## src/rtl/ahb_pkg.sv

```systemverilog
// Shared types and constants for the two-master AHB-Lite arbiter.
package ahb_pkg;

    localparam logic [1:0] HTRANS_IDLE   = 2'b00;
    localparam logic [1:0] HTRANS_NONSEQ = 2'b10;

    typedef enum logic [1:0] {
        ST_IDLE = 2'd0,
        ST_ADDR = 2'd1,
        ST_DATA = 2'd2
    } state_e;

    localparam logic M_I = 1'b0;
    localparam logic M_D = 1'b1;

    localparam logic [31:0] ERR_DATA = 32'hDEADBEEF;

endpackage

```

## src/rtl/rr_arbiter2.sv

```systemverilog
// Two-way round-robin pick; remembers the last granted master.
module rr_arbiter2
    import ahb_pkg::*;
(
    input  logic       clock,
    input  logic       reset,
    input  logic [1:0] req,
    input  logic       grant_en,
    output logic       winner,
    output logic       last_winner
);

    always_comb begin
        winner = M_I;
        if (req == 2'b11) winner = ~last_winner;
        else if (req[1])  winner = M_D;
    end

    always_ff @(posedge clock or negedge reset) begin
        if (!reset)        last_winner <= M_I;
        else if (grant_en) last_winner <= winner;
    end

endmodule

```

## src/rtl/ahb_bus_arbiter.sv

```systemverilog
// Shares one AHB-Lite slave between fetch (I) and load/store (D),
// one transfer outstanding, with a data-phase timeout.
module ahb_bus_arbiter
    import ahb_pkg::*;
#(
    parameter int LENGTH  = 32,
    parameter int TIMEOUT = 16
) (
    input  logic              clock,
    input  logic              reset,
    input  logic              i_req,
    input  logic [LENGTH-1:0] i_addr,
    output logic              i_gnt,
    output logic              i_valid,
    input  logic              d_req,
    input  logic              d_we,
    input  logic [LENGTH-1:0] d_addr,
    input  logic [LENGTH-1:0] d_wdata,
    output logic              d_gnt,
    output logic              d_valid,
    output logic [LENGTH-1:0] rdata,
    output logic              err,
    output logic [LENGTH-1:0] HADDR,
    output logic              HWRITE,
    output logic [1:0]        HTRANS,
    output logic [LENGTH-1:0] HWDATA,
    input  logic [LENGTH-1:0] HRDATA,
    input  logic              HREADY
);

    localparam int CW = $clog2(TIMEOUT + 1);

    state_e            state, state_next;
    logic              owner;
    logic              we_q;
    logic [LENGTH-1:0] addr_q, wdata_q;
    logic [CW-1:0]     wait_cnt;
    logic [1:0]        req;
    logic              any_req, done, abort, grant_en;
    logic              winner, last_winner;

    assign req      = {d_req, i_req};
    assign any_req  = |req;
    assign done     = (state == ST_DATA) && HREADY;
    assign abort    = (state == ST_DATA) && !HREADY
                      && (wait_cnt == CW'(TIMEOUT - 1));
    assign grant_en = any_req && ((state == ST_IDLE) || done);

    rr_arbiter2 u_arb (
        .clock       (clock),
        .reset       (reset),
        .req         (req),
        .grant_en    (grant_en),
        .winner      (winner),
        .last_winner (last_winner)
    );

    always_comb begin
        state_next = state;
        unique case (state)
            ST_IDLE: if (any_req) state_next = ST_ADDR;
            ST_ADDR: if (HREADY) state_next = ST_DATA;
            ST_DATA: begin
                if (done)       state_next = any_req ? ST_ADDR : ST_IDLE;
                else if (abort) state_next = ST_IDLE;
            end
            default: state_next = ST_IDLE;
        endcase
    end

    always_ff @(posedge clock or negedge reset) begin
        if (!reset) begin
            state    <= ST_IDLE;
            owner    <= M_I;
            we_q     <= 1'b0;
            addr_q   <= '0;
            wdata_q  <= '0;
            wait_cnt <= '0;
            rdata    <= '0;
            i_valid  <= 1'b0;
            d_valid  <= 1'b0;
            err      <= 1'b0;
        end else begin
            state   <= state_next;
            i_valid <= 1'b0;
            d_valid <= 1'b0;
            err     <= 1'b0;
            if (grant_en) begin
                owner <= winner;
                if (winner == M_D) begin
                    addr_q  <= d_addr;
                    we_q    <= d_we;
                    wdata_q <= d_wdata;
                end else begin
                    addr_q  <= i_addr;
                    we_q    <= 1'b0;
                    wdata_q <= '0;
                end
            end
            if ((state == ST_ADDR) && HREADY)
                wait_cnt <= '0;
            else if ((state == ST_DATA) && !HREADY)
                wait_cnt <= wait_cnt + CW'(1);
            if (done || abort) begin
                rdata   <= done ? HRDATA : LENGTH'(ERR_DATA);
                err     <= abort;
                i_valid <= (owner == M_I);
                d_valid <= (owner == M_D);
            end
        end
    end

    // Address-phase outputs are decoded from state so reset clears them at once.
    assign HTRANS = (state == ST_ADDR) ? HTRANS_NONSEQ : HTRANS_IDLE;
    assign HADDR  = addr_q;
    assign HWRITE = (state == ST_ADDR) && we_q;
    assign HWDATA = wdata_q;
    assign i_gnt  = (state == ST_ADDR) && (owner == M_I);
    assign d_gnt  = (state == ST_ADDR) && (owner == M_D);

endmodule

```

## config.mk

```make
export PLATFORM = sky130hd
export DESIGN_NAME = ahb_bus_arbiter
export DESIGN_NICKNAME = d
export VERILOG_FILES = /design/src/rtl/ahb_pkg.sv /design/src/rtl/rr_arbiter2.sv /design/src/rtl/ahb_bus_arbiter.sv
export SDC_FILE = /design/constraint.sdc
export NUM_CORES = 1
export LEC_CHECK = 0
export BUFFER_PORTS_ARGS = -buffer_cell sky130_fd_sc_hd__buf_2
export CAP_MARGIN = 25
export CORE_ASPECT_RATIO = 0.5
export CORE_UTILIZATION = 47
export CTS_BUF_LIST = sky130_fd_sc_hd__clkbuf_8
export DETAILED_ROUTE_END_ITERATION = 10
export PLACE_DENSITY = 0.82
export SETUP_SLACK_MARGIN = 0.15
export SKIP_CTS_REPAIR_TIMING = 1
export SLEW_MARGIN = 10
export SYNTH_ARGS = -nofsm -noshare
export SYNTH_HDL_FRONTEND = slang
export SYNTH_HIERARCHICAL = 1
export SYNTH_SLANG_ARGS = --single-unit
```

## constraint.sdc

```tcl
create_clock -name clock -period 2.3 [get_ports clock]
set_input_delay 0.23 -clock clock [delete_from_list [all_inputs] [get_ports clock]]
set_output_delay 0.23 -clock clock [all_outputs]
set_load 0.01 [all_outputs]
```

=== After elaboration in Yosys (flattened, before gate mapping) ===
Cells that the tools add are included.

* $add $sub $neg: 1
* $mul: 0
* Divide/modulo/power cells: 0
* $lt $le $gt $ge: 0
* Equality and inequality tests: 7
* Shift operators: 0
* Muxes and demuxes: 18
* Bitwise gates (word level): 1
* Reduce and logical (&&, ||, !) cells: 15

{| class="wikitable"
|+ Operator list
! cell !! number
|-
| two-way mux 32 bit || 3
|-
| two-way mux 2 bit || 5
|-
| two-way mux 5 bit || 2
|-
| logical AND 1 bit || 8
|-
| two-way mux 1 bit || 7
|-
| case mux 2 bit (3 select lines) || 1
|-
| adder 5 x 1 -> 5 bit (second input constant) || 1
|-
| == test 5 x 4 -> 1 bit (second input constant) || 1
|-
| == test 2 bit (second input constant) || 2
|-
| inequality test 2 bit (second input constant) || 2
|-
| inequality test 3 bit (second input constant) || 1
|-
| AND reduction 3 bit || 1
|-
| == test 2 x 1 -> 1 bit (second input constant) || 1
|-
| logical NOT 2 bit || 1
|-
| logical OR 1 bit || 2
|-
| nonzero test 2 bit || 1
|-
| OR reduction 2 bit || 1
|-
| logical NOT 1 bit || 1
|-
| inverter 1 bit || 1
|}

* Flip-flop bits (word level): 108
* Bits in latches: 0
* Memory bits (writable): 0
* ROM bits: 0
* Input port bits: 134
* Word-level logic and storage cells: 52
* Memories kept: 0

=== Logic depth before layout (Yosys ltp) ===
* Depth after elaboration: 6
* Mapped depth: 6

=== Cells and area by module ===
The synthesis kept the hierarchy.

{| class="wikitable"
|+ By module, submodules not included
! module !! times used !! cells an instance !! area each (um2) !! seq. area each (um2)
|-
| ahb_bus_arbiter || 1 || 372 || 4723.3 || 2702.6
|-
| rr_arbiter2 || 1 || 3 || 51.3 || 25.0
|}

=== Least setup slack after synthesis ===
OpenSTA, ideal clock, no wires.

* Kind: reg2reg
* From: register wait_cnt[0]
* To: register rdata[0]
* Setup time: 0.121 ns
* Arrival: 1.570 ns
* Required time: 2.179 ns
* Setup slack: 0.609 ns
* Stages on the path, launching flop included: 7
* Path buffers: 1
* Period minus slack after synthesis: 1.691 ns
* Cell sequence: dfrtp_1 ha_1 and3_1 ha_1 o21a_2 buf_4 o22a_1

* Longest elaborated chain between the ends: 3

{| class="wikitable"
|+ Ends and longest elaborated chain
! what !! RTL line !! text
|-
| start: declaration || ahb_bus_arbiter.sv:37 || <nowiki>logic [CW-1:0] wait_cnt;</nowiki>
|-
| start signal: assignment || ahb_bus_arbiter.sv:103 || <nowiki>wait_cnt <= wait_cnt + CW'(1);</nowiki>
|-
| == test 5 x 4 -> 1 bit || ahb_bus_arbiter.sv:46 || <nowiki>&& (wait_cnt == CW'(TIMEOUT - 1));</nowiki>
|-
| logical AND 1 bit || ahb_bus_arbiter.sv:46 ||
|-
| logical OR 1 bit || ahb_bus_arbiter.sv:104 || <nowiki>if (done || abort) begin</nowiki>
|-
| end signal: assignment || ahb_bus_arbiter.sv:105 || <nowiki>rdata <= done ? HRDATA : LENGTH'(ERR_DATA);</nowiki>
|-
| end: declaration || ahb_bus_arbiter.sv:21 || <nowiki>output logic [LENGTH-1:0] rdata,</nowiki>
|}

Every way passes these cells.
A chain may end at the register's enable or synchronous reset.

=== Worst setup path in the final report ===
* From: register wait_cnt[0]
* To: register rdata[7]

The elaborated chain is that of the path after synthesis.

==> metrics.md <==
| Metric | Value |
|---|---|
| Source-to-sink clock delay at the later pin of the worst-skew pair | 0.36 ns |
| Cell Int Power | 4628 µW |
| Placed instance count | 730 |
| Post-detailed-placement cell area | 6067 µm² |
| Wire length of the first global-routing pass | 17200 µm |
| Synthesized-area fraction occupied by ao, oa, aoi and oai cells | 0.08229 |
| Clk pin slew, worst setup/hold paths | 0.09 ns |
| Clock tree buffer depth | 2 |
| CTS buffer count | 9 |
| Required @ worst endpoint | 2.55 ns |
| Floorplan die area | 10590 µm² |
| Synthesis Warnings | 6 |
| Area of the mapped netlist | 4775 µm² |
| Static leakage | 0.003173 µW |
| Top cells by area in the synthesized netlist | sky130_fd_sc_hd__dfrtp_1 (57%), sky130_fd_sc_hd__mux2_2 (15%), sky130_fd_sc_hd__mux2i_1 (6.9%) |
| Actual transition at the worst max-transition pin | 0.5167 ns |
| DRT met1 WL | 4659 µm |
| Post-synth top area cell | sky130_fd_sc_hd__dfrtp_1 |
| Non-filler cells, final | 747 |
| Number of flip-flops and latches in the synthesized netlist | 109 |
| Setup repair after global routing missed its margin | no |
| Post-Route Setup TNS | 0 ns |
| CP dominant cell by count | sky130_fd_sc_hd__ha_1 |
| Die width | 144.5 µm |
| Category of the most critical setup path | register to register |
| CP Depth | 5 |
| Pre-CTS worst setup slack | 0.4890 ns |
| Design Power | 7066 µW |
| Leftover overflow at the end of global routing | 0 |
| Mean instance size in the synthesized netlist | 12.73 µm² |
| Worst min path class | input pin to register |
| Status | completed |
| Antenna-violating nets left | 0 |
| Max Fanout on Critical Path | 25 |
| Area growth syn-to-layout | 31.03% |
| Post-synth EDFFs | 0 |
| Vias/cell | 4.835 |
| Portion of total power attributed to the clock network | 0.149 |
| Maximum clock rate | 547.2 MHz |
| Clock tree from TritonCTS | done |
| Multiplexer share of the synthesized area | 0.2256 |
| Clock Skew | 0.01396 ns |
| Routed length on met3 | 583 µm |
| Final Hold Fails | 0 |
| Post-layout net count | 743 |
| Adder-cell share of the synthesized area | 0.005241 |
| Register-to-register setup slack | 0.47 ns |
| Fraction of synthesis flops using an asynchronous set or reset pin | 1.000 |
| Slowest library cell on the worst path | sky130_fd_sc_hd__dfrtp_1 |
| Antenna violations before repair | 1 |
| First DRT Iteration DRCs | 95 |
| Fill cell total of the finished layout | 783 |
| Total number of placement rows | 25 |
| Type of destination of the critical path | register |
| Global-route usage over all layers | 0.2109 |
| Floorplan Core Area | 9666 µm² |
| Final Routed Wirelength | 10870 µm |
| Synth Flop Type | sky130_fd_sc_hd__dfrtp_1 |
| Die boundary height | 73.27 µm |
| DRC violation count after routing | 0 |
| Routed length per instance | 14.54 µm |
| Top cell type's share of synthesized area | 0.5713 |
| Nature of the critical path startpoint | register |
| Distinct cell type count of the synthesized netlist | 33 |
| Number of slew-limit violations in the final report | 0 |
| Clock sink count | 109 |
| Highest metal layer with signal wires | met4 |
| Root buffer cell | sky130_fd_sc_hd__clkbuf_8 |
| Last weighted congestion value of the routability-driven placer | 0.7916 |
| Boundary pin count | 238 |
| Switching Share | 0.3451 |
| Final Cell Area | 6256 µm² |
| Via count of the first global-routing pass | 3634 |
| Ratio of cells with drive above 1 in the final layout | 0.5368 |
| Crit path cell chain | ha_1 -> and3_1 -> ha_1 -> o21a_2 -> o22a_1 |
| Time the worst path needs with I/O delays and setup | 1.828 ns |
| Relative contribution of combinational cells to total power | 0.405 |
| Setup-violating endpoint count in the final report | 0 |
| Syn Nets | 511 |
| Number of cells on the worst hold path | 2 |
| Most common cell after layout, fill and taps aside | sky130_fd_sc_hd__buf_2 |
| CP Data Arrival Time | 2.08 ns |
| Number of cells traversed by the worst register-to-register path | 5 |
| Cell Pwr Density | 1129 nW/µm² |
| Largest net degree at the start of global routing | 68 |
| Commonest non-fill, non-tap cells in the layout | sky130_fd_sc_hd__buf_2 (235), sky130_fd_sc_hd__dfrtp_1 (109), sky130_fd_sc_hd__mux2_2 (64) |
| Maxcap violations | 0 |
| Metal2 WL | 5448 µm |
| Slew HR | 0.6555 |
| Sum of buffers and inverters on the critical path | 0 |
| Part of the Yosys area used for sequential elements | 0.5713 |
| Fin crit share | 0.7946 |
| Relative contribution of sequential cells to total power | 0.446 |
| Simple logic cell fraction of the synthesized area | 0.05398 |
| Combinational family with the most area after synthesis | multiplexers |
| Post-DP HPWL | 8028 µm |
| Critical path's top delay family | compound AO/OA/AOI/OAI gates |
| Peak VDD IR | 0.5958 mV |
| Worst Setup Slack, final | 0.4724 ns |
| Switching power of the nets | 2438 µW |
| Port-buffer cells | 236 |
| Clock H-tree levels | 3 |
| Detailed-route via count | 3612 |
| First-pass DRT Iterations | 4 |
| Initial core utilization | 0.4940 |
| Xor/xnor share of the synthesized area | 0 |
| Instance count of the mapped netlist | 375 |
| Slowest stage delay, CP | 0.43 ns |
==> power groups by stage <==
stage / Combinational [µW] / Sequential, µW / Clock (µW)
after CTS: 2910 / 3160 / 1090
after global routing: 3120 / 3270 / 1150
final: 2860 / 3150 / 1050
after floorplan: 1300 / 3560 / 0
after global placement: 2810 / 3150 / 0
after detailed placement: 2900 / 3190 / 0
==> flip-flops by register name (all words and copies together) (netlist names) <==
register / flops
we_q: 1
HWDATA: 32
owner: 1
u_arb/last_winner: 1
state: 2
rdata: 32
wait_cnt: 5
HADDR: 32
i_valid: 1
d_valid: 1
err: 1
==> cell type report <==
class                           instances  area, µm²  share of cell area
Tap cell                              135      168.9             0.02700
Clock inverter                          4      25.02            0.004000
Inverter                               35      131.4             0.02100
Timing Repair Buffer                  245       1279              0.2044
Sequential cell                       109       2728              0.4360
Multi-Input combinational cell        207       1770              0.2830
Clock buffer                           11      151.4             0.02420
Antenna cell                            1      2.502           0.0004000
==> per-layer routing <==
layer / up-vias / GRT usage
met1: 1748 / 0.2505
met3: 18 / 0.05671
met2: 111 / 0.3777
li1: 1735 / -
met4: 0 / 0.06550
met5: - / 0
==> metrics by stage <==
stage	hold slack [ns]	util
after floorplan	-0.06559	-
after global placement	0.2179	0.6277
after detailed placement	0.2226	0.6277
after CTS	-0.1845	0.6460
after global routing	0.04858	0.6470
final	0.07354	0.6472
==> final timing paths <==
kind                             start   endpoint
hold reg to reg               HADDR[3]   HADDR[3]
min in group asynchronous        reset  rdata[19]
setup / recovery           wait_cnt[0]   rdata[7]
setup reg to reg           wait_cnt[0]   rdata[7]
hold / removal              HRDATA[21]  rdata[21]
max in group asynchronous        reset  HADDR[20]
==> cells in the mapped netlist, types with 2 or more instances <==
cell type	count
sky130_fd_sc_hd__a221oi_1	2
sky130_fd_sc_hd__buf_2	7
sky130_fd_sc_hd__ha_1	2
sky130_fd_sc_hd__mux2i_1	33
sky130_fd_sc_hd__buf_6	4
sky130_fd_sc_hd__nor2b_1	4
sky130_fd_sc_hd__a21oi_1	3
sky130_fd_sc_hd__a311oi_1	2
sky130_fd_sc_hd__nand2_1	38
sky130_fd_sc_hd__a21boi_0	2
sky130_fd_sc_hd__and2_1	4
sky130_fd_sc_hd__inv_1	35
sky130_fd_sc_hd__a22o_1	8
sky130_fd_sc_hd__nor2_1	6
sky130_fd_sc_hd__dfrtp_1	109
sky130_fd_sc_hd__o22a_1	24
sky130_fd_sc_hd__clkbuf_1	5
sky130_fd_sc_hd__buf_4	8
sky130_fd_sc_hd__and3_1	2
sky130_fd_sc_hd__mux2_2	64
==> kinds of logic (layout without fill, tap and decap cells) <==
group | Yosys count | count (layout)
fa+ha+maj | 2 | 2
buf+inv | 59 | 295
flops | 109 | 109
other cells | 1 | 2
compound gates | 47 | 47
simple gates | 58 | 58
mux | 99 | 99
Power figures use the tool's default switching activity.
